===== config.mk =====
export PLATFORM = sky130hd
export DESIGN_NAME = mem_sig_monitor
export DESIGN_NICKNAME = d
export VERILOG_FILES = /design/src/rtl/mem_sig_monitor.sv
export SDC_FILE = /design/constraint.sdc
export NUM_CORES = 1
export LEC_CHECK = 0
export BUFFER_PORTS_ARGS = -buffer_cell sky130_fd_sc_hd__buf_2
export CAP_MARGIN = 20
export CORE_MARGIN = 3
export CORE_UTILIZATION = 30
export CTS_BUF_LIST = sky130_fd_sc_hd__clkbuf_8
export DETAILED_ROUTE_END_ITERATION = 6
export GPL_ROUTABILITY_DRIVEN = 0
export HOLD_SLACK_MARGIN = 0.03
export PLACE_DENSITY = 0.53
export SLEW_MARGIN = 20
export SYNTH_ARGS = -nofsm -noshare
export SYNTH_HDL_FRONTEND = slang
export SYNTH_SLANG_ARGS = --single-unit
export TNS_END_PERCENT = 1

===== constraint.sdc =====
create_clock -name clk_i -period 2.3 [get_ports clk_i]
set_input_delay 0.23 -clock clk_i [delete_from_list [all_inputs] [get_ports clk_i]]
set_output_delay 0.23 -clock clk_i [all_outputs]
set_load 0.02 [all_outputs]

===== src/rtl/mem_sig_monitor.sv =====
// rtl/mem_sig_monitor.sv - memory-bus signature monitor: stop/trap/simlen FSM plus register-dump FIFO
// Optional MEM_SIG_MONITOR_STRB_CHECK_EN: a hit additionally requires all byte strobes set.
module mem_sig_monitor #(
  parameter int ADDR_W = 64,
  parameter int DATA_W = 64,
  parameter int NUM_CH = 2,
  parameter logic [ADDR_W-1:0] STOP_ADDR = '0,
  parameter logic [ADDR_W-1:0] TRAP_ADDR = ADDR_W'(8),
  parameter logic [ADDR_W-1:0] DUMP_BASE = ADDR_W'(16),
  parameter int DRAIN_CYCLES = 50,
  parameter int CNT_W = 32,
  parameter int IDX_W = 6,
  parameter int CH0_IDX_INIT = 1,
  localparam int CH_W = (NUM_CH > 1) ? $clog2(NUM_CH) : 1
) (
  input  logic              clk_i,
  input  logic              rst_ni,
  input  logic              mem_req_i,
  input  logic              mem_we_i,
  input  logic [ADDR_W-1:0] mem_addr_i,
  input  logic [DATA_W-1:0] mem_wdata_i,
  input  logic [DATA_W/8-1:0] mem_strb_i,
  input  logic [CNT_W-1:0]  simlen_i,
  input  logic              stop_on_trap_i,
  output logic              dump_valid_o,
  input  logic              dump_ready_i,
  output logic [CH_W-1:0]   dump_ch_o,
  output logic [IDX_W-1:0]  dump_idx_o,
  output logic [DATA_W-1:0] dump_data_o,
  output logic [1:0]        state_o,
  output logic              done_o,
  output logic [1:0]        done_cause_o,
  output logic [CNT_W-1:0]  cycle_cnt_o,
  output logic              trap_seen_o,
  output logic [7:0]        drop_cnt_o
);

  typedef enum logic [1:0] {S_RUN = 2'd0, S_DRAIN = 2'd1, S_DONE = 2'd2} state_e;
  localparam logic [1:0] C_NONE = 2'd0, C_STOP = 2'd1, C_TRAP = 2'd2, C_SIMLEN = 2'd3;
  localparam int DRAIN_W = (DRAIN_CYCLES > 0) ? $clog2(DRAIN_CYCLES + 1) : 1;
  localparam int E_W = CH_W + IDX_W + DATA_W;

  state_e              state_q;
  logic [DRAIN_W-1:0]  drain_q;
  logic [1:0]          cause_q;
  logic [CNT_W-1:0]    cycle_cnt_q;
  logic                trap_seen_q;
  logic [1:0]          fcnt_q;
  logic [E_W-1:0]      slot_q [2];
  logic [7:0]          drop_q;
  logic [IDX_W-1:0]    idx_q [2**CH_W];

  logic wr_ok;
`ifdef MEM_SIG_MONITOR_STRB_CHECK_EN
  assign wr_ok = mem_req_i & mem_we_i & (&mem_strb_i);
`else
  assign wr_ok = mem_req_i & mem_we_i;
  logic unused_strb;
  assign unused_strb = ^mem_strb_i;
`endif

  logic run, stop_hit, trap_hit, simlen_hit;
  assign run        = (state_q == S_RUN);
  assign stop_hit   = wr_ok & (mem_addr_i == STOP_ADDR);
  assign trap_hit   = wr_ok & (mem_addr_i == TRAP_ADDR);
  assign simlen_hit = (simlen_i != '0) & (cycle_cnt_q == simlen_i - CNT_W'(1));

  logic            dump_hit;
  logic [CH_W-1:0] dump_ch;
  always_comb begin
    dump_hit = 1'b0;
    dump_ch  = '0;
    for (int c = 0; c < NUM_CH; c++) begin
      if (wr_ok && (mem_addr_i == DUMP_BASE + ADDR_W'(8 * c))) begin
        dump_hit = 1'b1;
        dump_ch  = CH_W'(c);
      end
    end
  end

  logic           push, pop;
  logic [E_W-1:0] push_entry;
  assign push       = run & dump_hit;
  assign pop        = (fcnt_q != 2'd0) & dump_ready_i;
  assign push_entry = {dump_ch, idx_q[dump_ch], mem_wdata_i};

  always_ff @(posedge clk_i or negedge rst_ni) begin
    if (!rst_ni) begin
      state_q     <= S_RUN;
      drain_q     <= '0;
      cause_q     <= C_NONE;
      cycle_cnt_q <= '0;
      trap_seen_q <= 1'b0;
    end else begin
      trap_seen_q <= 1'b0;
      case (state_q)
        S_RUN: begin
          trap_seen_q <= trap_hit & ~stop_on_trap_i;
          if (stop_hit || (trap_hit && stop_on_trap_i)) begin
            cause_q <= stop_hit ? C_STOP : C_TRAP;
            if (DRAIN_CYCLES == 0) begin
              state_q <= S_DONE;
            end else begin
              state_q <= S_DRAIN;
              drain_q <= DRAIN_W'(DRAIN_CYCLES);
            end
          end else if (simlen_hit) begin
            state_q <= S_DONE;
            cause_q <= C_SIMLEN;
          end else begin
            cycle_cnt_q <= cycle_cnt_q + CNT_W'(1);
          end
        end
        S_DRAIN: begin
          if (drain_q == DRAIN_W'(1)) begin
            state_q <= S_DONE;
            drain_q <= '0;
          end else begin
            drain_q <= drain_q - DRAIN_W'(1);
          end
        end
        default: ;
      endcase
    end
  end

  // Two-slot shift FIFO: slot 0 is always the head.
  always_ff @(posedge clk_i or negedge rst_ni) begin
    if (!rst_ni) begin
      fcnt_q    <= 2'd0;
      slot_q[0] <= '0;
      slot_q[1] <= '0;
      drop_q    <= 8'd0;
      for (int c = 0; c < 2**CH_W; c++) idx_q[c] <= (c == 0) ? IDX_W'(CH0_IDX_INIT) : '0;
    end else begin
      if (push) idx_q[dump_ch] <= idx_q[dump_ch] + IDX_W'(1);
      case ({push, pop})
        2'b10: begin
          if (fcnt_q == 2'd2) begin
            if (drop_q != 8'hFF) drop_q <= drop_q + 8'd1;
          end else begin
            slot_q[fcnt_q[0]] <= push_entry;
            fcnt_q            <= fcnt_q + 2'd1;
          end
        end
        2'b01: begin
          slot_q[0] <= slot_q[1];
          fcnt_q    <= fcnt_q - 2'd1;
        end
        2'b11: begin
          if (fcnt_q == 2'd2) begin
            slot_q[0] <= slot_q[1];
            slot_q[1] <= push_entry;
          end else begin
            slot_q[0] <= push_entry;
          end
        end
        default: ;
      endcase
    end
  end

  assign dump_valid_o = (fcnt_q != 2'd0);
  assign {dump_ch_o, dump_idx_o, dump_data_o} = dump_valid_o ? slot_q[0] : '0;
  assign state_o      = state_q;
  assign done_o       = (state_q == S_DONE);
  assign done_cause_o = cause_q;
  assign cycle_cnt_o  = cycle_cnt_q;
  assign trap_seen_o  = trap_seen_q;
  assign drop_cnt_o   = drop_q;

endmodule


Word level (Yosys, flattened, before mapping). Index checks and enable logic that the tools add are counted.

Bits in registers: 207. Latch bits: 0. RAM bits: 0. ROM bits: 0. Output and inout port bits: 118. Logic and storage cells: 105. Memories kept: 0.

$add $sub $neg: 7. Multiply operators: 0. Div/mod/pow operators: 0. Order comparisons: 4. Equal/unequal tests: 17. Shift operators: 0. Multiplexer cells: 31. Bitwise gates (word level): 12. Reductions and logical operators: 23.

Operators with widths (number): 2-to-1 mux 71 bit (4); case mux 71 bit (3 select lines) (1); bitwise mux 142 bit (1); 2-to-1 mux 142 bit (1); case mux 71 bit (2 select lines) (1); == test 64 x 5 -> 1 bit, second input constant (2); demux 71 bit (select 1 bit) (1); == test 64 x 4 -> 1 bit, second input constant (1); zero test 64 bit (1); 2-to-1 mux 6 bit (6); adder 32 x 1 -> 32 bit, second input constant (1); == test 32 bit (1); nonzero test 32 bit (1); subtractor 32 x 1 -> 32 bit, second input constant (1); 2-to-1 mux 2 bit (7); bitwise mux 12 bit (1); case mux 6 bit (2 select lines) (1); AND reduction 3 bit (4); nonzero test 2 bit (5); adder 8 x 1 -> 8 bit, second input constant (1); == test 2 bit, second input constant (4); != test 8 bit, second input constant (1); case mux 2 bit (2 select lines) (2); AND reduction 2 bit (4); other kinds (20) (41).

Longest topological paths before layout.
Word-level depth: 10. Depth in mapped cells: 13.

Worst setup path after synthesis. OpenSTA, ideal clock, no wires.

Path type: input port to flip-flop. Start: input port simlen_i[0]. End: register cycle_cnt_q[1], in the netlist cycle_cnt_o[1]. Setup time: 0.128 ns. Arrival time: 2.761 ns. Required time: 2.172 ns. Slack: -0.588 ns. Stages on the path: 12. Cell sequence: inv_1 -> ha_1 -> nor4b_2 -> nand2_1 -> or3_1 -> xnor2_1 -> nand3_1 -> a2111oi_0 -> or4b_1 -> buf_2 -> nand2_1 -> mux2_1.

Cells in the longest elaborated chain, start to end: 5.

Ends and longest elaborated chain: start, declared (line 23) `input logic [CNT_W-1:0] simlen_i,`; subtractor 32 x 1 -> 32 bit (line 66) `assign simlen_hit = (simlen_i != '0) & (cycle_cnt_q == simlen_i - CNT_W'(1));`; == test 32 bit (line 66); AND 1 bit (*) (line 66); inverter 1 bit (no line) (*); AND reduction 3 bit (no line) (*); end signal, assigned (line 111) `cycle_cnt_q <= cycle_cnt_q + CNT_W'(1);`; end, declared (line 46) `logic [CNT_W-1:0] cycle_cnt_q;`.

Every way passes the cells marked *; elsewhere a longest branch is shown, timed or not. A chain may end at the register's enable or synchronous reset.

Worst setup path after layout.
Start: input port simlen_i[1]. End: register cycle_cnt_q[23], in the netlist cycle_cnt_o[23].

The elaborated chain is that of the path after synthesis.

==> results.md <==
* Run status: finished, violations left
* Violated checks: setup timing
* Hold path depth at 3
* Drt via density at 4.82
* Rows at roughly 70
* DP Worst Slack at -1.04 ns
* Post-synth top area share at 47.4%
* GRT Residual Overflow at 0
* Clock Path Buffers at 3
* First-pass DRT Iterations at 5
* Synth Flop Type: dfrtp_1
* Sw Share at 24.1%
* Cells after Synth at between 1000 and 1500
* Pint at around 6.5 mW
* Syn. warnings at 0
* Initial antenna violation count at 1
* Max VDD drop at about 0.39 mV
* Starting Density at between 30% and 40%
* Post-Syn Area at between 0.01 and 0.015 sq mm
* R2R depth at 11
* Final period util at 117%
* Fmax at between 300 and 400 MHz
* I/O pins at 292
* Clock slew at reported path FFs at 0.06 ns
* Count of pins over their slew limit at 0
* Combinational power share at 9.0%
* PwrDens at around 530 mW/mm^2
* Core area at between 0.03 and 0.04 sq mm
* Clk sinks at slightly above 200
* Share of layout cells above drive strength 1 at roughly a third
* Vias in the first global route at around 11000
* Yosys cell types at between 60 and 70
* Worst skew pair latency at approximately 0.55 ns
* Clock Skew at 0.0199 ns
* WP data arrival at 3.15 ns
* Dpl hpwl at about 26000 microns
* RSZ-0062 raised after global routing: true
* Initial DRC Count at 546
* Cts bufs inserted at 40
* Final setup fails at 35
* DIE WIDTH at around 200 microns
* WP depth at 15
* Cell area after layout at 0.0161 sq mm
* H-tree depth at 2
* Layout overhead on the synthesized area at 48.4%
* I/O Buffers at 283
* Remaining DRCs at 0
* #FFs+latches synth at a little over 200
* Clock power share at between 40% and 50%
* EDFF count, synth at 0
* Dominant cells by area after synthesis: dfrtp_1, nand2_1, nor2_1
* Worst slew margin at ~45%
* CP Buf/Inv Count at 5
* Clk root buf: clkbuf_8
* Startpoint Class: primary input
* Max Cap Violations at 0
* CP peak stage delay at 0.48 ns
* HP Class: primary input to flop
* Min Tclk post-route at around 2.7 ns
* Syn nets at ~1400
* Sequential power share at between 40 and 50%
* Crit-path cells: buf_2 -> inv_12 -> ha_4 -> nor4b_4 -> buf_4 -> nand2_2 -> or3_1 -> xnor2_1 -> nand3_1 -> a2111oi_4 -> or4b_1 -> buf_6 -> buf_4 -> or3b_1 -> xnor2_1
* CP max stage cell: or4b_1
* Hold Slack at around 0.073 ns
* Worst slew pin tran at about 0.82 ns
* Sequential fraction of the synthesis area at between 40% and 50%
* Die area at 0.0386 sq mm
* Worst Setup End Kind: flop
* Avg WL per Cell at approximately 16 microns
* Synth area leader: dfrtp_1
* Fill cells at around 3500
* CTS tree: yes
* Async SR Flop Fraction at 100%
* First-pass GRT wire length at 58300 microns
* Lkg Pwr at roughly 8 nW
* Fin. Hold Viols at 0
* Antenna viol nets, final at 0
* Setup CP Type: primary input to flop
* Placed inst area at around 0.014 sq mm
* Worst Path Max Fanout at 9
* Final #Nets at between 1500 and 2000
* Largest net degree at the start of global routing at 74
* Critical Path RT at between 2 and 3 ns
* Largest delay share family, worst path: simple AND/OR/NAND/NOR gates
* Setup ws final at -0.392 ns
* Sw power at approximately 2.1 mW
* Final WL at 36400 microns
* Syn_area_per_cell at between 8 and 9 sq um
* Global Route Usage Sum at 18.4%
* Die Y at ~200 microns
* Via count at between 10000 and 15000
[synthesized netlist by cell type (5+ instances only)]
cell type  count
clkbuf_1      60
xor2_1        24
o22ai_1        5
nor2_1       181
mux2_2         6
mux2i_1        9
nor3_1        26
a22oi_1        5
inv_1         16
nor2b_1        9
a21oi_1       19
and2_1        77
xnor2_1       65
and3_1        10
dfrtp_1      206
nand2b_1       7
or3_1          8
nand4_1       25
nand3_1       36
ha_1           7
nand2_1      262
a221oi_1      62
nor4_1        37
o21ai_0       26
[per-stage QoR]
stage | std cells | util (%) | power, mW | TNS [ns]
detailed placement | 2114 | 40.3 | 4.62 | -110.90
global route | 2253 | 45.3 | 8.92 | -14.37
CTS | 2251 | 44.7 | 8.66 | -12.09
floorplan | 1248 | - | 4.18 | -29.42
finish | 2253 | 45.3 | 8.52 | -11.12
global placement | 2114 | 40.3 | 4.60 | -109.16
[layer usage]
layer	up-vias	track usage [%]	part of all wire (%)
li1	5319	-	-
met1	5195	24.6	44
met2	266	30.5	48
met3	74	3.35	4.6
met4	0	5.86	2.7
met5	-	0	0
[worst paths after layout]
path,startpoint,to,slack (ns)
worst max register to register,cycle_cnt_o[15],cycle_cnt_o[23],-0.33
worst min-delay path,mem_addr_i[4],done_cause_o[1],0.07
min in group asynchronous,rst_ni,slot_q[126],0.27
worst min register to register,slot_q[53],slot_q[53],0.47
worst max-delay path,simlen_i[1],cycle_cnt_o[23],-0.39
max in group asynchronous,rst_ni,state_o[1],1.34
[layout make-up]
type / instances / area, sq um / area share, %
diodes: 1 / 2.50 / 0.0155
repair buffers: 544 / 3800 / 23.5
clock inverters: 18 / 159 / 0.984
flip-flops and latches: 207 / 5180 / 32.1
clock buffers: 49 / 674 / 4.18
multi-input cells: 956 / 5670 / 35.1
inverters: 17 / 81.3 / 0.504
well taps: 461 / 577 / 3.57
[tightest hold or removal path: cells and delay by family]
family,cells,cell delay [ns]
buffers and inverters,1,0.14
AND/OR/NAND/NOR,1,0.12
AO/OA/AOI/OAI,1,0.07
[repair_timing]
action | 4_1_cts | 5_1_grt
buffers inserted | 2 | 1
setup endpoints to repair | 60 | 165
pin swaps | 7 | 16
hold endpoints to repair | 200 | 0
hold buffers | 68 | 0
gates resized for setup | 13 | 31
[flip-flops by register name, summed over array words and instances, names as in the netlist]
name / flops
cycle_cnt_o: 32
done_cause_o: 2
drain_q: 6
drop_cnt_o: 8
fcnt_q: 2
idx_q: 12
slot_q: 142
state_o: 2
trap_seen_o: 1
[logic make-up (layout without fill, tap and decap cells)]
family,Yosys count,count (layout),share of synthesized area [%]
compound gates,143,143,9.65
xor+xnor,89,89,7.17
fa+ha+maj,7,7,0.805
buf+inv,85,628,3.05
flops,207,207,47.6
mux,16,16,1.55
other cells,0,1,0
simple gates,701,701,30.1
[placed cells by master, fill, tap and decap left out, types with 4 or more instances in the layout]
| master | count |
|---|---|
| a21oi_1 | 18 |
| a221oi_1 | 55 |
| a221oi_2 | 7 |
| a22oi_1 | 5 |
| a31oi_1 | 4 |
| and2_1 | 75 |
| and3_1 | 10 |
| buf_12 | 18 |
| buf_2 | 282 |
| buf_4 | 171 |
| buf_6 | 4 |
| clkbuf_8 | 49 |
| dfrtp_1 | 205 |
| dlygate4sd3_1 | 68 |
| ha_1 | 6 |
| inv_1 | 25 |
| mux2_2 | 6 |
| mux2i_1 | 9 |
| nand2_1 | 257 |
| nand2b_1 | 7 |
| nand3_1 | 31 |
| nand3_2 | 6 |
| nand4_1 | 25 |
| nor2_1 | 181 |
| nor2b_1 | 9 |
| nor3_1 | 22 |
| nor3_2 | 8 |
| nor4_1 | 26 |
| nor4_2 | 8 |
| nor4_4 | 4 |
| o21ai_0 | 25 |
| o22ai_1 | 5 |
| or3_1 | 8 |
| xnor2_1 | 60 |
| xnor2_2 | 5 |
| xor2_1 | 24 |
[power groups by stage]
stage                     Sequential (mW)  Clock (mW)  Combinational, mW
after CTS                            3.89        4.00              0.760
after floorplan                      3.93           0              0.249
after global placement               3.95           0              0.651
after detailed placement             3.96           0              0.664
after global routing                 3.91        4.15              0.859
final                                3.89        3.86              0.767
Note: power is estimated with default switching activity, not from simulation.
